<file path="config.mk">
export PLATFORM = sky130hd
export DESIGN_NAME = key_entry_ctrl
export DESIGN_NICKNAME = d
export VERILOG_FILES = /design/src/rtl/alarm_clock_pkg.sv /design/src/rtl/key_timeout_timer.sv /design/src/rtl/key_entry_ctrl.sv
export SDC_FILE = /design/constraint.sdc
export NUM_CORES = 1
export LEC_CHECK = 0
export CAP_MARGIN = 20
export CORE_MARGIN = 2
export CORE_UTILIZATION = 25
export CTS_CLUSTER_DIAMETER = 80
export DETAILED_ROUTE_END_ITERATION = 10
export PLACE_DENSITY = 0.48
export SYNTH_ARGS = -nofsm -noshare
export SYNTH_HDL_FRONTEND = slang
export SYNTH_SLANG_ARGS = --single-unit
</file>
<file path="constraint.sdc">
create_clock -name clock -period 2.4 [get_ports clock]
set_input_delay 0.48 -clock clock [delete_from_list [all_inputs] [get_ports clock]]
set_output_delay 0.48 -clock clock [all_outputs]
set_load 0.005 [all_outputs]
</file>
<file path="src/rtl/alarm_clock_pkg.sv">
// Shared constants, state encoding and time range check for the keypad entry path.
package alarm_clock_pkg;

    localparam logic [3:0] KEY_CLEAR  = 4'hA;
    localparam logic [3:0] KEY_BKSP   = 4'hB;
    localparam logic [3:0] MAX_DIGIT  = 4'd9;
    localparam logic [3:0] MAX_MS_HR  = 4'd2;
    localparam logic [7:0] MAX_HR     = 8'd23;
    localparam logic [3:0] MAX_MS_MIN = 4'd5;

    typedef enum logic [1:0] {
        ST_IDLE  = 2'd0,
        ST_ENTRY = 2'd1,
        ST_FULL  = 2'd2,
        ST_ERROR = 2'd3
    } key_state_e;

    function automatic logic is_digit(input logic [3:0] code);
        return (code <= MAX_DIGIT);
    endfunction

    // HH:MM in BCD digits; hours are checked as a full decimal value, not per digit.
    function automatic logic time_is_valid(input logic [3:0] ms_hr,
                                           input logic [3:0] ls_hr,
                                           input logic [3:0] ms_min,
                                           input logic [3:0] ls_min);
        logic [7:0] hours;
        hours = ({4'd0, ms_hr} * 8'd10) + {4'd0, ls_hr};
        return (ms_hr <= MAX_MS_HR) && (hours <= MAX_HR) && (ls_hr <= MAX_DIGIT) &&
               (ms_min <= MAX_MS_MIN) && (ls_min <= MAX_DIGIT);
    endfunction

endpackage

</file>
<file path="src/rtl/key_timeout_timer.sv">
// Idle timeout: down-counter of one_second ticks, reloaded on clear or while disabled,
// with a combinational expire pulse on the terminal tick.
module key_timeout_timer #(
    parameter int TIMEOUT_SEC = 10
) (
    input  logic clock,
    input  logic reset_n,
    input  logic tick,
    input  logic enable,
    input  logic clear,
    output logic expire
);

    localparam int CW = $clog2(TIMEOUT_SEC + 1);
    localparam logic [CW-1:0] LOAD_VAL = CW'(TIMEOUT_SEC);

    logic [CW-1:0] remain;
    logic          terminal;

    assign terminal = (remain <= CW'(1));
    // A clear in the same cycle as the final tick suppresses the expiry.
    assign expire   = enable && !clear && tick && terminal;

    always_ff @(posedge clock or negedge reset_n) begin
        if (!reset_n) begin
            remain <= '0;
        end else if (clear || !enable) begin
            remain <= LOAD_VAL;
        end else if (tick) begin
            if (terminal)
                remain <= LOAD_VAL;
            else
                remain <= remain - CW'(1);
        end
    end

endmodule

</file>
<file path="src/rtl/key_entry_ctrl.sv">
// Keypad entry controller: shifts digits into HH:MM, range-checks and strobes alarm/time loads.
// Optional KEY_ENTRY_BACKSPACE_EN enables the backspace key in ENTRY/FULL.
//
//  state    | meaning
//  ---------+---------------------------------------------------------------
//  ST_IDLE  | no entry in progress, buffer zero, display shows normal time
//  ST_ENTRY | 1-3 digits entered
//  ST_FULL  | 4 digits entered, waiting for a commit button (or commit pending)
//  ST_ERROR | commit of an out-of-range time, buffer held until any key
module key_entry_ctrl
    import alarm_clock_pkg::*;
#(
    parameter int TIMEOUT_SEC = 10
) (
    input  logic       clock,
    input  logic       reset_n,
    input  logic       one_second,
    input  logic [3:0] key,
    input  logic       key_valid,
    input  logic       alarm_button,
    input  logic       time_button,
    output logic [3:0] key_ms_hr,
    output logic [3:0] key_ls_hr,
    output logic [3:0] key_ms_min,
    output logic [3:0] key_ls_min,
    output logic       show_new_time,
    output logic       load_alarm,
    output logic       load_new_time,
    output logic       entry_error
);

    key_state_e state;
    logic [2:0] count;
    logic       commit_pend;
    logic       timer_en;
    logic       timer_expire;
    logic       buf_valid;
    logic       key_digit;
    logic       any_button;

    assign timer_en   = (state != ST_IDLE);
    assign buf_valid  = time_is_valid(key_ms_hr, key_ls_hr, key_ms_min, key_ls_min);
    assign key_digit  = is_digit(key);
    assign any_button = alarm_button || time_button;

    key_timeout_timer #(.TIMEOUT_SEC(TIMEOUT_SEC)) u_timer (
        .clock   (clock),
        .reset_n (reset_n),
        .tick    (one_second),
        .enable  (timer_en),
        .clear   (key_valid),
        .expire  (timer_expire)
    );

    always_ff @(posedge clock or negedge reset_n) begin
        if (!reset_n) begin
            state         <= ST_IDLE;
            count         <= 3'd0;
            commit_pend   <= 1'b0;
            key_ms_hr     <= 4'd0;
            key_ls_hr     <= 4'd0;
            key_ms_min    <= 4'd0;
            key_ls_min    <= 4'd0;
            show_new_time <= 1'b0;
            load_alarm    <= 1'b0;
            load_new_time <= 1'b0;
            entry_error   <= 1'b0;
        end else begin
            load_alarm    <= 1'b0;
            load_new_time <= 1'b0;
            if (commit_pend) begin
                // Strobe cycle is over; the consumer has latched the buffer.
                commit_pend   <= 1'b0;
                state         <= ST_IDLE;
                count         <= 3'd0;
                key_ms_hr     <= 4'd0;
                key_ls_hr     <= 4'd0;
                key_ms_min    <= 4'd0;
                key_ls_min    <= 4'd0;
                show_new_time <= 1'b0;
            end else if (state == ST_FULL && any_button) begin
                if (buf_valid) begin
                    load_alarm    <= alarm_button;
                    load_new_time <= !alarm_button;
                    commit_pend   <= 1'b1;
                end else begin
                    state       <= ST_ERROR;
                    entry_error <= 1'b1;
                end
            end else if (key_valid) begin
                case (state)
                    ST_IDLE: begin
                        if (key_digit) begin
                            key_ms_hr     <= key_ls_hr;
                            key_ls_hr     <= key_ms_min;
                            key_ms_min    <= key_ls_min;
                            key_ls_min    <= key;
                            count         <= 3'd1;
                            state         <= ST_ENTRY;
                            show_new_time <= 1'b1;
                        end
                    end
                    ST_ENTRY, ST_FULL: begin
                        if (key == KEY_CLEAR) begin
                            state         <= ST_IDLE;
                            count         <= 3'd0;
                            key_ms_hr     <= 4'd0;
                            key_ls_hr     <= 4'd0;
                            key_ms_min    <= 4'd0;
                            key_ls_min    <= 4'd0;
                            show_new_time <= 1'b0;
                        end else if (key_digit && count < 3'd4) begin
                            key_ms_hr  <= key_ls_hr;
                            key_ls_hr  <= key_ms_min;
                            key_ms_min <= key_ls_min;
                            key_ls_min <= key;
                            count      <= count + 3'd1;
                            state      <= (count == 3'd3) ? ST_FULL : ST_ENTRY;
`ifdef KEY_ENTRY_BACKSPACE_EN
                        end else if (key == KEY_BKSP) begin
                            key_ms_hr  <= 4'd0;
                            key_ls_hr  <= key_ms_hr;
                            key_ms_min <= key_ls_hr;
                            key_ls_min <= key_ms_min;
                            count      <= count - 3'd1;
                            if (count == 3'd1) begin
                                state         <= ST_IDLE;
                                show_new_time <= 1'b0;
                            end else begin
                                state <= ST_ENTRY;
                            end
`endif
                        end
                    end
                    default: begin
                        // ST_ERROR: any key abandons the bad entry; a digit starts a new one.
                        entry_error <= 1'b0;
                        key_ms_hr   <= 4'd0;
                        key_ls_hr   <= 4'd0;
                        key_ms_min  <= 4'd0;
                        if (key_digit) begin
                            key_ls_min    <= key;
                            count         <= 3'd1;
                            state         <= ST_ENTRY;
                            show_new_time <= 1'b1;
                        end else begin
                            key_ls_min    <= 4'd0;
                            count         <= 3'd0;
                            state         <= ST_IDLE;
                            show_new_time <= 1'b0;
                        end
                    end
                endcase
            end else if (timer_expire) begin
                state         <= ST_IDLE;
                count         <= 3'd0;
                key_ms_hr     <= 4'd0;
                key_ls_hr     <= 4'd0;
                key_ms_min    <= 4'd0;
                key_ls_min    <= 4'd0;
                show_new_time <= 1'b0;
                entry_error   <= 1'b0;
            end
        end
    end

endmodule

</file>
After elaboration in Yosys (flattened, before gate mapping)
Cells that the tools add are included.
- eq/ne operators: 13
- reduce and logical (&&, ||, !) cells: 26
- $mul: 1
- muxes and demuxes: 74
- shift operators: 0
- $add $sub $neg: 3
- order comparisons: 8
- divide/modulo/power cells: 0
- bitwise gates (word level): 1
- operators by type and width (kind ; number):
    $mux W4 ; 29
    $pmux W4 S2 ; 4
    $mux W1 ; 22
    $mux W3 ; 7
    $mux W2 ; 9
    $reduce_and A4 Y1 ; 4
    $le A4 B4 Y1 const B ; 3
    $ne A5 B5 Y1 const B ; 2
    $logic_and A1 B1 Y1 ; 9
    $add A8 B4 Y8 ; 1
    $le A8 B5 Y1 const B ; 1
    $ne A4 B4 Y1 const B ; 2
    $mul A4 B3 Y7 const B ; 1
    $ne A6 B6 Y1 const B ; 1
    $pmux W3 S2 ; 1
    $reduce_bool A3 Y1 ; 2
    $eq A4 B4 Y1 const B ; 1
    $le A4 B1 Y1 const B ; 1
    $le A4 B2 Y1 const B ; 1
    $le A4 B3 Y1 const B ; 1
    $ne A2 B2 Y1 const B ; 2
    $pmux W2 S2 ; 1
    $reduce_bool A2 Y1 ; 2
    $reduce_bool A4 Y1 ; 1
    15 further kinds ; 18
- ROM bits: 0
- output and inout bits: 20
- input port bits: 10
- logic and storage cells: 138
- memories: 0
- bits in writable memories: 0
- bits in latches: 0
- flip-flop bits (word level): 30

Depth between registers and ports, before layout
- depth in word-level cells: 10
- depth in mapped cells: 9
- gate-level depth less buffers: 9

Modules after synthesis
A second synthesis with hierarchy kept.
- cells, all modules: 194
- area total of the unflattened synthesis: 1823.0 sq um
- modules (own cells, without submodules) (module ; instances ; area each (sq um) ; cells an instance):
    key_entry_ctrl ; 1 ; 1572.8 ; 166
    key_timeout_timer ; 1 ; 250.2 ; 28

Worst setup path before layout
No wires, ideal clock.
- kind: flip-flop to flip-flop
- start: reg key_ms_hr[1]
- end: reg state[0]
- slack: 9 ps
- library setup time: 121 ps
- buffers on the path: 0
- data required time: 2279 ps
- stages on the path, launching flop included: 10
- period minus slack after synthesis: 2391 ps
- arrival time: 2269 ps
- cells stage by stage: dfrtp_1 ha_1 ha_1 inv_1 fa_1 nand2_1 mux2i_1 a211oi_1 a32oi_1 o22a_1
- cells in the longest elaborated chain, start to end: 9
- RTL lines (what ; line ; RTL):
    start, declared ; key_entry_ctrl.sv:22 ; output logic [3:0] key_ms_hr,
    start signal, assigned ; key_entry_ctrl.sv:94 ; key_ms_hr <= key_ls_hr;
    start signal, assigned ; key_entry_ctrl.sv:113 ; key_ms_hr <= key_ls_hr;
    $mul A4 B3 Y7 ; alarm_clock_pkg.sv:28 ; hours = ({4'd0, ms_hr} * 8'd10) + {4'd0, ls_hr};
    $add A8 B4 Y8 ; alarm_clock_pkg.sv:28 ;
    $le A8 B5 Y1 ; alarm_clock_pkg.sv:29 ; return (ms_hr <= MAX_MS_HR) && (hours <= MAX_HR) && (ls_hr <= MAX_DIGIT) &&
    $logic_and A1 B1 Y1 * (3 in series) ; alarm_clock_pkg.sv:29 ;
    $logic_and A1 B1 Y1 * ; alarm_clock_pkg.sv:30 ; (ms_min <= MAX_MS_MIN) && (ls_min <= MAX_DIGIT);
    $ne A3 B3 Y1 (no source line) * ; -- ;
    $reduce_and A4 Y1 (no source line) * ; -- ;
    end signal, assigned ; key_entry_ctrl.sv:118 ; state <= (count == 3'd3) ? ST_FULL : ST_ENTRY;
    end, declared ; key_entry_ctrl.sv:32 ; key_state_e state;
Mark *: on every way between the ends. The rest lies on a longest branch, timed or not.
A chain may end at the register's enable or synchronous reset.

Worst setup path in the final report
- start: reg key_ms_hr[3]
- end: reg state[1]
Same word-level chain as after synthesis.

==> results by stage <==
Global route:
- The maximum number of pins on one net before global-route repair is a little over 40.
- The number of global-route vias before repair came to 1522.
- The number of antenna violations at the first check in global routing is 0.
- Global routing finished with a remaining overflow of 0.
- The total routing usage reported by global routing is approximately an eighth.
- The first global-routing pass estimated around 7000 µm of wire.

Synth:
- After Yosys synthesis, and, or, nand and nor cells account for about 20% of the synthesized area.
- The commonest cells after synthesis are sky130_fd_sc_hd__nand2_1 (49), sky130_fd_sc_hd__dfrtp_1 (30), sky130_fd_sc_hd__o21ai_0 (24), sky130_fd_sc_hd__ha_1 (13), sky130_fd_sc_hd__inv_1 (12).
- The share of Yosys cell area claimed by the top area cell type is a little over two fifths.
- The share of the synthesized area in compound gates (AO/OA/AOI/OAI) is between 20 and 25%.
- For this run, the number of Yosys warnings is 0.
- For this run, the register share of the synthesized area comes to a little over two fifths.
- In this run, synthesis produced a sequential element count of 30.
- Yosys attributes the largest share of cell area to sky130_fd_sc_hd__dfrtp_1 (42%), sky130_fd_sc_hd__nand2_1 (10%), sky130_fd_sc_hd__ha_1 (9.2%).
- The number of nets in the synthesized netlist is ~220.
- The cell with the most instances after synthesis is sky130_fd_sc_hd__nand2_1.
- After synthesis the cells add up to roughly 1800 µm².
- The share of cell area taken by muxes after synthesis is approximately 1.1%.
- The average cell area after synthesis is about 8.9 µm².
- The count of unique library cells instantiated by Yosys is 39.
- After synthesis, the share of flip-flops with an asynchronous set or reset is between 90% and 100%.
- The largest area contributor in the netlist is sky130_fd_sc_hd__dfrtp_1.
- The largest family of logic cells by synthesized area is compound AO/OA/AOI/OAI gates.
- After Yosys synthesis, full adders, half adders and majority gates account for between 10 and 15% of the synthesized area.
- The most instantiated flip-flop cell in the synthesis netlist is sky130_fd_sc_hd__dfrtp_1.
- In the synthesized netlist, the number of instances is 199.
- The count of flip-flops with a built-in enable after synthesis is 0.
- Summing the areas of all xor and xnor instances in the mapped netlist gives 0% of the synthesized area.

Worst setup path:
- The critical path goes through ha_1, ha_2, inv_1, fa_1, nand2_1, mux2i_1, a211oi_2, a32oi_1, o21ba_2.
- Of all nets on the critical path, the largest fanout is 4.
- The delay of the slowest critical-path stage is roughly 0.46 ns.
- STA classifies the critical path endpoint as a flop.
- The slowest stage of the critical path belongs to the cell sky130_fd_sc_hd__fa_1.
- The worst setup path is launched from a flop.
- The worst endpoint data arrival time is about 2.5 ns.
- The start-to-end type of the worst setup path is flop to flop.
- The endpoint required time on the critical path is ~2.6 ns.

Pwr:
- The leakage power figure is roughly 1.1 nW.
- The worst-case IR drop observed on VDD is between 0.0002 and 0.0003 V.
- The final total power is about 0.002 W.
- The total power per unit cell area is ~860 nW/µm².

Timing:
- The total negative setup slack is 0 ns.
- The max-slew violation count is 0.
- Counting I/O delays and the setup requirement, the final critical path takes around 2.3 ns.
- Static timing analysis puts the maximum clock frequency at 0.438 GHz.
- After layout, the worst setup slack is roughly 0.12 ns.
- Setup violations remaining at the end of the flow were counted as 0.
- The share of the clock period used by the worst path after layout is 95.1%.
- The transition time at the pin with the least slew margin is between 0.3 and 0.4 ns.
- The total count of hold-check failures in the final report is 0.
- The relative slew slack is between 70% and 80%.
- The setup skew after layout is about 0.0069 ns.

Placement:
- Summed over all nets, the half-perimeter wirelength after detailed placement is 3050 µm.
- The pre-CTS worst setup slack is ~0.044 ns.
- Port buffering added 29 buffers.
- Routability-driven placement finished with a final weighted congestion of between 0.8 and 0.9.
- The total placed cells including tap cells is 330.

Drt:
- The post-route DRC violation count is 0.
- Dividing the detail-routed via count by the number of cells gives 4.41.
- The post-detailed-routing wire length is between 4000 and 5000 µm.
- The final routed wire length divided by cell count is between 10 and 15 µm.
- The detailed router's first-iteration violation count is between 70 and 80.
- The remaining number of nets flagged by the antenna check after routing is 0.
- Detailed routing inserted a total of roughly 1500 vias.
- The number of optimization iterations in the first detailed-route pass is 7.

Floorplan:
- 30 I/O pins were placed.
- The die is 88.1 µm wide.
- The floorplan core area is ~6800 µm².
- The number of core rows is 30.
- The effective utilization at floorplan is between 20% and 30%.
- The die covers 7760 µm².
- The die span in y is a little under 90 µm.

Clock tree:
- The TritonCTS buffer count is 5.
- The total number of H-tree levels is 2.
- The latest clock arrival within the worst-skew pair is approximately 0.28 ns.
- In this run the clock root is driven by a sky130_fd_sc_hd__clkbuf_8.
- The clock tree from TritonCTS is yes.
- The clock sink total is 30.
- The number of hold buffers added after CTS was 0.
- The number of buffers between clock root and the deepest sink is 2.
- Clock-pin slew was measured on the worst setup and hold paths at around 0.07 ns.

Min path:
- The path class of the lowest-slack min-delay path is flop to flop.

Finish:
- Fill cells in the final layout number about 760.
- The utilization after layout is a little over a third.
- The number of standard cells in the layout, taps in and fillers out is 340.
- The total inserted antenna cells is 0.
- The fraction of final layout cells sized beyond drive strength 1 is between 10% and 20%.
- After the last flow step, the layout net total stands at ~270.
- The area growth from synthesis to final layout is 34.1%.

Job:
- The max-capacitance violation count is 0.

Run status:
- The run finished with clean final reports.
## sequential cells by signal, summed over array words and instances (netlist names)
register / flops
load_alarm: 1
key_ms_min: 4
entry_error: 1
key_ls_hr: 4
count: 3
load_new_time: 1
u_timer.remain: 4
show_new_time: 1
key_ls_min: 4
key_ms_hr: 4
state: 2
commit_pend: 1
## logic make-up after synthesis
family,Yosys count
buffers and inverters,20
AOI/OAI and AO/OA,52
and+or+nand+nor,80
muxes,2
DFF,30
adders and majority gates,15
## cells in the final DEF (no fill, tap or decap), types with 5 or more instances in the layout
master and count:
sky130_fd_sc_hd__inv_1 12, sky130_fd_sc_hd__nor2_1 11, sky130_fd_sc_hd__clkbuf_8 6, sky130_fd_sc_hd__buf_4 15, sky130_fd_sc_hd__ha_1 12, sky130_fd_sc_hd__clkdlybuf4s50_1 29
sky130_fd_sc_hd__a21oi_1 8, sky130_fd_sc_hd__nand3_1 5, sky130_fd_sc_hd__o21ai_0 24, sky130_fd_sc_hd__nor3_1 5, sky130_fd_sc_hd__nand2_1 49, sky130_fd_sc_hd__dfrtp_1 30
## final cells by class
cell class	instances	area, µm²	area share, %
clock buffer	6	82.6	3.48
clock inverter	2	12.5	0.528
inverter	12	45.0	1.90
multi-input combinational	149	937	39.5
sequential	30	751	31.7
tap	96	120	5.07
timing repair buffer	45	423	17.8
## metal layers
layer	routed length, µm	global-route usage [%]	vias to the layer above	part of all wire, %
met5	0	0	-	0
met4	78	4.13	0	1.9
met3	115	2.64	5	2.8
met2	1950	18.3	23	48
met1	1930	16.4	696	47
li1	-	-	774	-
## final timing paths
kind	depth (start not counted)	start	to	slack, ns
worst max-delay path	9	key_ms_hr[3]$_DFFE_PN0P_	state[1]$_DFFE_PN0P_	0.12
worst min-delay path	2	count[1]$_DFFE_PN0P_	count[1]$_DFFE_PN0P_	0.49
worst max register to register	9	key_ms_hr[3]$_DFFE_PN0P_	state[1]$_DFFE_PN0P_	0.12
worst min register to register	2	count[1]$_DFFE_PN0P_	count[1]$_DFFE_PN0P_	0.49
max in group asynchronous	2	reset_n	count[2]$_DFFE_PN0P_	1.52
min in group asynchronous	2	reset_n	key_ls_min[0]$_DFFE_PN0P_	0.59
## where the power goes
part | switching [W] | internal (W)
registers | 0.0000996 | 0.000613
clock network | 0.000193 | 0.000230
logic | 0.000503 | 0.000407
total | 0.000796 | 0.00125
## per-stage QoR
stage	hold slack [ns]	area, µm²
after global routing	0.513	2370
after detailed placement	0.479	2250
after floorplan	0.184	1770
after global placement	0.471	2250
final	0.490	2370
after CTS	0.496	2350
## critical path, delay by kind of cell, from the launching register on
family | cells | cell delay, ns
AOI/OAI and AO/OA | 3 | 0.60
adders and majority gates | 3 | 0.95
buffers and inverters | 1 | 0.07
DFF | 1 | 0.38
muxes | 1 | 0.08
and+or+nand+nor | 1 | 0.09
## timing repair
action                     in CTS  in global routing
hold endpoints to repair        0                  0
gates resized for setup         0                  2
setup endpoints to repair       0                  6
setup buffers                   0                  2
Note: power is estimated with default switching activity, not from simulation.
